===== src/rtl/cnt_frame_sequencer_pkg.sv =====
// rtl/cnt_frame_sequencer_pkg.sv - shared FSM encoding and constants for the frame sequencer
package cnt_frame_sequencer_pkg;

  typedef enum logic [2:0] {
    CNT_FSM_IDLE   = 3'd0,
    CNT_FSM_CLEAR  = 3'd1,
    CNT_FSM_GATE   = 3'd2,
    CNT_FSM_LATCH  = 3'd3,
    CNT_FSM_SETTLE = 3'd4,
    CNT_FSM_SNAP   = 3'd5,
    CNT_FSM_DRAIN  = 3'd6
  } cnt_fsm_e;

  localparam int CNT_W         = 32;
  localparam int RST_HOLD_DEF  = 2;
  localparam int READ_HOLD_DEF = 4;
  localparam int SETTLE_DEF    = 4;

  function automatic int at_least(input int v, input int lo);
    return (v < lo) ? lo : v;
  endfunction

endpackage


===== src/rtl/cnt_frame_sequencer_snapshot_mux.sv =====
// rtl/cnt_frame_sequencer_snapshot_mux.sv - snapshot register array and valid/ready word streamer
module cnt_snapshot_mux
  import cnt_frame_sequencer_pkg::*;
#(
  parameter int NCH = 4
) (
  input  logic               i_clk,
  input  logic               i_rst,
  input  logic               i_load,
  input  logic [NCH*32-1:0]  i_cnt_data,
  input  logic [15:0]        i_frame,
  input  logic               i_data_ready,
  output logic [CNT_W-1:0]   o_data_out,
  output logic [3:0]         o_data_ch,
  output logic [15:0]        o_data_frame,
  output logic               o_data_last,
  output logic               o_data_valid,
  output logic               o_drain_done
);

  localparam logic [3:0] LAST_CH = 4'(NCH - 1);

  // Channel 0 always sits in the low word; accepting a word shifts the next one down.
  logic [NCH*32-1:0] r_snap;
  logic [3:0]        r_ch;
  logic [15:0]       r_frame;
  logic              r_last;
  logic              r_valid;
  logic              w_accept;

  assign w_accept     = r_valid && i_data_ready;
  assign o_drain_done = w_accept && r_last;
  assign o_data_out   = r_snap[CNT_W-1:0];
  assign o_data_ch    = r_ch;
  assign o_data_frame = r_frame;
  assign o_data_last  = r_last;
  assign o_data_valid = r_valid;

  always_ff @(posedge i_clk) begin
    if (i_rst) begin
      r_snap  <= '0;
      r_ch    <= '0;
      r_frame <= '0;
      r_last  <= 1'b0;
      r_valid <= 1'b0;
    end else if (i_load) begin
      r_snap  <= i_cnt_data;
      r_ch    <= '0;
      r_frame <= i_frame;
      r_last  <= (LAST_CH == 4'd0);
      r_valid <= 1'b1;
    end else if (w_accept) begin
      if (r_last) begin
        r_valid <= 1'b0;
        r_last  <= 1'b0;
      end else begin
        r_snap <= r_snap >> CNT_W;
        r_ch   <= r_ch + 4'd1;
        r_last <= ((r_ch + 4'd1) == LAST_CH);
      end
    end
  end

endmodule


===== src/rtl/cnt_frame_sequencer.sv =====
// rtl/cnt_frame_sequencer.sv - frame acquisition controller: clear, gate, latch, settle, snapshot, drain
module cnt_frame_sequencer
  import cnt_frame_sequencer_pkg::*;
#(
  parameter int NCH       = 4,
  parameter int RST_HOLD  = RST_HOLD_DEF,
  parameter int READ_HOLD = READ_HOLD_DEF,
  parameter int SETTLE    = SETTLE_DEF
) (
  input  logic               i_ref_clock,
  input  logic               i_rst_ctrl,
  input  logic               i_start,
  input  logic               i_stop,
  input  logic [31:0]        i_gate_len,
  input  logic [15:0]        i_num_frames,
  input  logic [NCH*32-1:0]  i_cnt_data,
  output logic               o_cnt_rst,
  output logic               o_cnt_en_n,
  output logic               o_cnt_read,
  output logic [31:0]        o_data_out,
  output logic [3:0]         o_data_ch,
  output logic [15:0]        o_data_frame,
  output logic               o_data_last,
  output logic               o_data_valid,
  input  logic               i_data_ready,
  output logic               o_busy,
  output logic               o_frame_done
);

  localparam logic [31:0] RST_LD    = 32'(at_least(RST_HOLD, 1) - 1);
  localparam logic [31:0] READ_LD   = 32'(at_least(READ_HOLD, 2) - 1);
  localparam logic [31:0] SETTLE_LD = 32'(at_least(SETTLE, 4) - 1);

  cnt_fsm_e    r_state, w_state_nxt;
  logic [31:0] r_cnt, w_cnt_nxt;
  logic [31:0] r_gate_len;
  logic [15:0] r_num_frames;
  logic [15:0] r_frame;
  logic [15:0] w_frame_inc;
  logic        r_stop_pend;
  logic        w_stop_eff;
  logic        w_drain_done;
  logic        w_load;
  logic        w_run_start;

  assign w_frame_inc = r_frame + 16'd1;
  assign w_stop_eff  = r_stop_pend || i_stop;
  assign w_load      = (r_state == CNT_FSM_SNAP);
  assign w_run_start = (r_state == CNT_FSM_IDLE) && (w_state_nxt == CNT_FSM_CLEAR);

  // r_cnt counts down the remaining cycles of the timed states; exit when it reaches 0.
  always_comb begin
    w_state_nxt = r_state;
    w_cnt_nxt   = r_cnt;
    case (r_state)
      CNT_FSM_IDLE: begin
        if (i_start && !i_stop) begin
          w_state_nxt = CNT_FSM_CLEAR;
          w_cnt_nxt   = RST_LD;
        end
      end
      CNT_FSM_CLEAR: begin
        if (i_stop) begin
          w_state_nxt = CNT_FSM_IDLE;
        end else if (r_cnt == '0) begin
          w_state_nxt = CNT_FSM_GATE;
          w_cnt_nxt   = (r_gate_len == '0) ? '0 : r_gate_len - 32'd1;
        end else begin
          w_cnt_nxt = r_cnt - 32'd1;
        end
      end
      CNT_FSM_GATE: begin
        if (i_stop) begin
          w_state_nxt = CNT_FSM_IDLE;
        end else if (r_cnt == '0) begin
          w_state_nxt = CNT_FSM_LATCH;
          w_cnt_nxt   = READ_LD;
        end else begin
          w_cnt_nxt = r_cnt - 32'd1;
        end
      end
      CNT_FSM_LATCH: begin
        if (r_cnt == '0) begin
          w_state_nxt = CNT_FSM_SETTLE;
          w_cnt_nxt   = SETTLE_LD;
        end else begin
          w_cnt_nxt = r_cnt - 32'd1;
        end
      end
      CNT_FSM_SETTLE: begin
        if (r_cnt == '0) begin
          w_state_nxt = CNT_FSM_SNAP;
        end else begin
          w_cnt_nxt = r_cnt - 32'd1;
        end
      end
      CNT_FSM_SNAP: begin
        w_state_nxt = CNT_FSM_DRAIN;
      end
      CNT_FSM_DRAIN: begin
        if (w_drain_done) begin
          if (w_stop_eff || (r_num_frames != '0 && w_frame_inc == r_num_frames)) begin
            w_state_nxt = CNT_FSM_IDLE;
          end else begin
            w_state_nxt = CNT_FSM_CLEAR;
            w_cnt_nxt   = RST_LD;
          end
        end
      end
      default: begin
        w_state_nxt = CNT_FSM_IDLE;
      end
    endcase
  end

  // Control outputs are registered from the next state so they line up with r_state.
  always_ff @(posedge i_ref_clock) begin
    if (i_rst_ctrl) begin
      r_state      <= CNT_FSM_IDLE;
      r_cnt        <= '0;
      r_gate_len   <= '0;
      r_num_frames <= '0;
      r_frame      <= '0;
      r_stop_pend  <= 1'b0;
      o_cnt_rst    <= 1'b0;
      o_cnt_en_n   <= 1'b1;
      o_cnt_read   <= 1'b0;
      o_busy       <= 1'b0;
      o_frame_done <= 1'b0;
    end else begin
      r_state <= w_state_nxt;
      r_cnt   <= w_cnt_nxt;
      if (w_run_start) begin
        r_gate_len   <= i_gate_len;
        r_num_frames <= i_num_frames;
        r_frame      <= '0;
      end else if (w_drain_done) begin
        r_frame <= w_frame_inc;
      end
      if (w_state_nxt == CNT_FSM_IDLE) begin
        r_stop_pend <= 1'b0;
      end else if (i_stop && r_state inside {CNT_FSM_LATCH, CNT_FSM_SETTLE,
                                             CNT_FSM_SNAP, CNT_FSM_DRAIN}) begin
        r_stop_pend <= 1'b1;
      end
      o_cnt_rst    <= (w_state_nxt == CNT_FSM_CLEAR);
      o_cnt_en_n   <= (w_state_nxt != CNT_FSM_GATE);
      o_cnt_read   <= (w_state_nxt == CNT_FSM_LATCH);
      o_busy       <= (w_state_nxt != CNT_FSM_IDLE);
      o_frame_done <= w_drain_done;
    end
  end

  cnt_snapshot_mux #(
    .NCH (NCH)
  ) u_snapshot_mux (
    .i_clk        (i_ref_clock),
    .i_rst        (i_rst_ctrl),
    .i_load       (w_load),
    .i_cnt_data   (i_cnt_data),
    .i_frame      (r_frame),
    .i_data_ready (i_data_ready),
    .o_data_out   (o_data_out),
    .o_data_ch    (o_data_ch),
    .o_data_frame (o_data_frame),
    .o_data_last  (o_data_last),
    .o_data_valid (o_data_valid),
    .o_drain_done (w_drain_done)
  );

endmodule


===== config.mk =====
export PLATFORM = sky130hd
export DESIGN_NAME = cnt_frame_sequencer
export DESIGN_NICKNAME = d
export VERILOG_FILES = /design/src/rtl/cnt_frame_sequencer_pkg.sv /design/src/rtl/cnt_frame_sequencer_snapshot_mux.sv /design/src/rtl/cnt_frame_sequencer.sv
export SDC_FILE = /design/constraint.sdc
export NUM_CORES = 1
export LEC_CHECK = 0
export BUFFER_PORTS_ARGS = -buffer_cell sky130_fd_sc_hd__buf_2
export CORE_MARGIN = 4
export CORE_UTILIZATION = 30
export DETAILED_ROUTE_END_ITERATION = 10
export GPL_ROUTABILITY_DRIVEN = 0
export PLACE_DENSITY = 0.49
export SYNTH_ARGS = -nofsm -noshare
export SYNTH_HDL_FRONTEND = slang
export SYNTH_SLANG_ARGS = --single-unit

===== constraint.sdc =====
create_clock -name i_ref_clock -period 3.4 [get_ports i_ref_clock]
set_input_delay 0.17 -clock i_ref_clock [delete_from_list [all_inputs] [get_ports i_ref_clock]]
set_output_delay 0.17 -clock i_ref_clock [all_outputs]
set_load 0.01 [all_outputs]

; ---- Word-level counts from Yosys, hierarchy flattened
; Index checks and enable logic that the tools add are counted.
[totals]
reg_bits = 255
in_bits = 181
out_inout_bits = 59
word_cells = 92
[classes]
add_sub_neg = 4
eq_ne = 18
mux = 27
bitwise = 1
reduce_logical = 26
[ops]
columns = operator, count
row1 = 128-bit two-way mux, 3
row2 = 32-bit two-way mux, 9
row3 = 32-bit one-hot mux with 6 select lines, 1
row4 = 32-bit logical NOT, 2
row5 = 32-bit by 1-bit subtractor with 32-bit output (second input constant), 2
row6 = 3-bit two-way mux, 8
row7 = 3-bit one-hot mux with 7 select lines, 1
row8 = 16-bit by 1-bit adder with 16-bit output (second input constant), 1
row9 = 16-bit == test, 1
row10 = 16-bit nonzero test, 1
row11 = 2-bit != test (second input constant), 5
row12 = 3-bit by 2-bit == test with 1-bit output (second input constant), 3
row13 = 3-bit == test (second input constant), 3
row14 = 7-bit AND reduction, 1
row15 = 3-bit by 1-bit == test with 1-bit output (second input constant), 2
row16 = 1-bit logical AND, 6
row17 = 3-bit logical NOT, 2
row18 = 2-bit AND reduction, 3
row19 = 6-bit nonzero test, 1
row20 = 2-bit OR reduction, 3
row21 = 1-bit two-way mux, 5
row22 = 4-bit by 1-bit adder with 4-bit output (second input constant), 1
row23 = 4-bit by 2-bit == test with 1-bit output (second input constant), 1
row24 = 2-bit by 1-bit != test with 1-bit output (second input constant), 2
row25 = other kinds (7), 9

; ---- Depth between registers and ports, before layout
[depth]
depth_word = 10
depth_mapped = 10
ltp_nobuf = 9

; ---- Modules after synthesis
; From an unflattened synthesis, not the netlist that was laid out.
[hier_totals]
cells_unflattened = 1658
hier_area_um2 = 13047.5
[by_module_without_submodules]
columns = module, n_inst, cells_each, area_each_um2, seq_area_each_um2
row1 = cnt_snapshot_mux, 1, 794, 6598.8, 3002.9
row2 = cnt_frame_sequencer, 1, 864, 6448.7, 2102.0

; ---- Worst setup path before layout
; OpenSTA, ideal clock, no wires.
[synth_path]
path_kind = register to register
from = register r_frame[0]
to = register r_stop_pend
setup_time_ps = 137
arrival_time_ps = 2541
required_ps = 3263
setup_slack_ps = 722
path_stages_with_launch = 9
path_buffers = 0
synth_period_minus_slack_ps = 2678
path_cell_list = dfxtp_1 > ha_1 > nand3_1 > or4_1 > a21oi_1 > o311ai_1 > or4b_4 > a221oi_4 > a211oi_1
[synth_via]
elab_chain_len = 9
[synth_lines]
columns = element, line_no
row1 = start: declaration, cnt_frame_sequencer.sv:38  ; logic [15:0] r_frame;
row2 = start signal: assignment, cnt_frame_sequencer.sv:138  ; r_frame <= w_frame_inc;
row3 = 16-bit by 1-bit adder with 16-bit output, cnt_frame_sequencer.sv:46  ; assign w_frame_inc = r_frame + 16'd1;
row4 = 16-bit == test, cnt_frame_sequencer.sv:102  ; if (w_stop_eff || (r_num_frames != '0 && w_frame_inc == r_num_frames)) begin
row5 = 1-bit logical AND, cnt_frame_sequencer.sv:102
row6 = 1-bit logical OR, cnt_frame_sequencer.sv:102
row7 = 1-bit two-way mux, cnt_frame_sequencer.sv:102
row8 = 3-bit two-way mux, cnt_frame_sequencer.sv:101  ; if (w_drain_done) begin
row9 = 3-bit one-hot mux with 7 select lines, cnt_frame_sequencer.sv:55  ; case (r_state)
row10 = 3-bit logical NOT, cnt_frame_sequencer.sv:140  ; if (w_state_nxt == CNT_FSM_IDLE) begin
row11 = 2-bit OR reduction (no source line), n/a
row12 = end signal: assignment, cnt_frame_sequencer.sv:124  ; r_stop_pend <= 1'b0;
row13 = end signal: assignment, cnt_frame_sequencer.sv:141  ; r_stop_pend <= 1'b0;
row14 = end signal: assignment, cnt_frame_sequencer.sv:144  ; r_stop_pend <= 1'b1;
row15 = end: declaration, cnt_frame_sequencer.sv:40  ; logic r_stop_pend;
; No other way between the ends.
; A chain may end at the register's enable or synchronous reset.

; ---- Final worst setup path
[layout_path]
from = register r_frame[1]
to = register r_cnt[21]
[layout_via]
elab_chain_len = 6
[layout_lines]
columns = element, line_no
row1 = 16-bit by 1-bit adder with 16-bit output, cnt_frame_sequencer.sv:46
row2 = 16-bit == test, cnt_frame_sequencer.sv:102
row3 = 1-bit logical AND, cnt_frame_sequencer.sv:102
row4 = 1-bit logical OR, cnt_frame_sequencer.sv:102
row5 = 2-bit != test (no source line), n/a
row6 = 7-bit AND reduction (no source line), n/a
row7 = end signal: assignment, cnt_frame_sequencer.sv:132  ; r_cnt <= w_cnt_nxt;
row8 = end: declaration, cnt_frame_sequencer.sv:35  ; logic [31:0] r_cnt, w_cnt_nxt;
; No other way between the ends.

==> impl_metrics.py <==
metrics = {
    "yosys": {
        "synth-compound-area-share": 0.2021,
        "synth_xor_area_frac": 0.04981,
        "synthMuxAreaShare": 0,
        "synth_top_area_frac": 0.4147,
        "synth-adder-area-share": 0.006099,
        "ys_seq_elements": 255,
        "syn_inst": 1589,
        "synth_edf_count": 0,
        "synth.yosys.seq_area_share": 0.4147,
        "synth_area_leaders": "dfxtp_1, nand2_1, a311oi_1",
        "synth.avg_cell_area_um2": 7.747,
        "ys_types": 66,
        "syn_area_um2": 12310,
        "synth_async_sr_flop_share": 0,
        "ys.flop_type": "dfxtp_1",
        "synth_top_family_by_area": "simple AND/OR/NAND/NOR gates",
        "yosysTopAreaCell": "dfxtp_1",
        "synth-simple-area-share": 0.2636,
        "syn_nets": 1776,
        "ys_warn_count": 0,
    },
    "sta": {
        "fmax_ghz": 0.3169,
        "fin_crit_sh": 0.9282,
        "skew_ns": 0.01036,
        "fin_crit_ns": 3.156,
        "setup_tns_ns": 0,
        "slew_headroom": 0.3762,
        "tightest_slew_ns": 0.9314,
        "slew_viol_final": 0,
        "worst_slack_ns": 0.2440,
        "hold_viol_final": 0,
        "finalSetupViolCount": 0,
        "rsz0062_at_grt": "false",
    },
    "detailed_routing": {
        "vias_per_cell": 5.038,
        "vias": 12490,
        "drc": 0,
        "routed_wl_um": 42260,
        "drtAntennaViolNets": 0,
        "first_pass_iters": 5,
        "wl_per_cell_um": 17.04,
        "drt_iter0_drc": 821,
    },
    "cts": {
        "numCtsBuffers": 31,
        "postCtsSetupBuffers": 0,
        "clock_sinks": 255,
        "clk_pin_slew_ns": 0.06,
        "cts_tree": "done",
        "root_buffer": "clkbuf_16",
        "clk-insertion-delay-late_ns": 0.58,
        "htree_levels": 1,
        "cts_buffer_depth": 3,
    },
    "status": {
        "status": "completed",
    },
    "global_routing": {
        "grt_pass1_wl_um": 67120,
        "grt_remaining_overflow": 0,
        "grt_antenna_before_repair": 3,
        "grt_max_degree": 181,
        "grt_pass1_vias": 12350,
        "grt_use_total": 0.1817,
    },
    "min_path": {
        "min_path_cells": 4,
        "min_path_type": "in -> reg",
    },
    "die": {
        "rows": 73,
        "num_io_pins": 240,
        "die_width_um": 210.6,
        "core_um2": 40190,
        "initial_core_util": 0.3063,
        "dieArea_um2": 44340,
        "die_h_um": 210.6,
    },
    "layout": {
        "layout_common_cells": "nand2_1, dfxtp_1, buf_2, dlygate4sd3_1, nor2_1",
        "final_common_cell": "nand2_1",
        "final_layout_size_suffix_gt1_frac": 0.1767,
        "final_net_count": 2116,
        "fillerInstances": 4109,
        "fin_area_um2": 16790,
        "area_growth_pct": 36.39,
        "final_cells": 2480,
    },
    "placed_design": {
        "placed_cells": 2220,
        "numPortBuffers": 239,
        "hpwl_um": 27850,
        "dp_slack_ns": 0.1786,
        "place_area_um2": 13720,
    },
    "critical_path": {
        "critical_path_class": "reg -> reg",
        "crit_fanout": 14,
        "crit_arrival_ns": 3.58,
        "reg2regPathDepth": 9,
        "cp_data_required_time_ns": 3.82,
        "end_kind": "register",
        "start_kind": "register",
        "ff2ff_setup_slack_ns": 0.24,
    },
    "power": {
        "p_leak_nw": 6.362,
        "power_density_nw_per_um2": 466.6,
        "peakVddDrop_mv": 0.3179,
    },
    "run": {
        "cap_violations": 0,
    },
}
[flip-flops by register name, indices dropped and copies added, names as in the netlist]
name / cells
o_busy: 1
o_cnt_en_n: 1
o_cnt_read: 1
o_cnt_rst: 1
o_frame_done: 1
r_cnt: 32
r_frame: 16
r_gate_len: 32
r_num_frames: 16
r_state: 3
r_stop_pend: 1
u_snapshot_mux.o_data_ch: 4
u_snapshot_mux.o_data_frame: 16
u_snapshot_mux.o_data_last: 1
u_snapshot_mux.o_data_valid: 1
u_snapshot_mux.r_snap: 128
[metrics by stage]
stage               hold slack (ns)  total power, mW  utilization
floorplan                    0.3060            3.898            -
global placement             0.4102            4.294       0.3413
detailed placement           0.4164            4.300       0.3413
CTS                         0.05704            7.921       0.4175
global route                 0.1085            8.184       0.4177
finish                      0.08912            7.833       0.4177
[critical path: stages, from the launching register on]
cell and delay [ns]:
dfxtp_1 0.40, ha_1 0.28, nand3_1 0.31, or4_1 0.48, a21oi_1 0.15, o311ai_1 0.23, or4b_4 0.66, nand2_1 0.13
buf_4 0.24, o32ai_1 0.11
[routing by layer]
metal  track usage  share of wire  vias to the layer above
met4       0.05813          0.029                        2
met3       0.02694          0.047                       79
met2        0.2861           0.46                      316
met1        0.2573           0.47                     5844
li1              -              -                     6252
met5             0        0.00028                        -
[final cells by class]
cell class,count,area (µm²),area share
Multi-Input combinational cell,1164,6456,0.3846
Antenna cell,2,5.005,0.0002981
Clock buffer,46,902.1,0.05373
Inverter,10,37.54,0.002236
Timing Repair Buffer,467,3480,0.2073
Sequential cell,255,5105,0.3041
Tap cell,525,656.9,0.03913
Clock inverter,11,146.4,0.008720
[synth_stat cells, drive strengths merged, types with 5 or more instances]
cell type  number
a31oi           5
nand3          32
o32ai           5
a211oi          5
buf            61
a311oi         97
nor3           38
or3            15
nand3b          6
nor2b           7
o211ai         17
nor4           25
and3            6
ha              6
o32a            6
a22oi          36
o21ai          37
nand2         371
a21oi          96
o31ai          16
xor2           30
nor3b           7
xnor2          40
inv            10
or4             7
clkbuf         99
nand4          11
dfxtp         255
nor2          194
o22ai           9
[timing repair]
item                                   CTS  global route
endpoints found under the hold margin  177             0
gates resized for setup                  0             1
hold buffers                           201             0
setup endpoints to repair                0            14
[worst paths after layout]
path                                    endpoint                      startpoint
setup / recovery                       r_cnt[21]                      r_frame[1]
hold / removal                      o_frame_done                    i_data_ready
hold reg to reg   u_snapshot_mux.o_data_frame[3]  u_snapshot_mux.o_data_frame[3]
setup reg to reg                       r_cnt[21]                      r_frame[1]
[where the power goes]
part | leakage, nW | switching [mW] | total [mW] | internal (mW)
registers | 2.06 | 0.0675 | 3.11 | 3.04
logic | 3.79 | 0.730 | 1.31 | 0.581
clock network | 0.515 | 1.35 | 3.41 | 2.06
total | 6.36 | 2.15 | 7.83 | 5.68
[cells by family (layout without fill, tap and decap cells)]
logic type      after synthesis  count (layout)
simple gates                738             738
compound gates              350             350
xor+xnor                     70              70
buf+inv                     170             534
other cells                   0               2
flops                       255             255
fa+ha+maj                     6               6
Note: power is estimated with default switching activity, not from simulation.
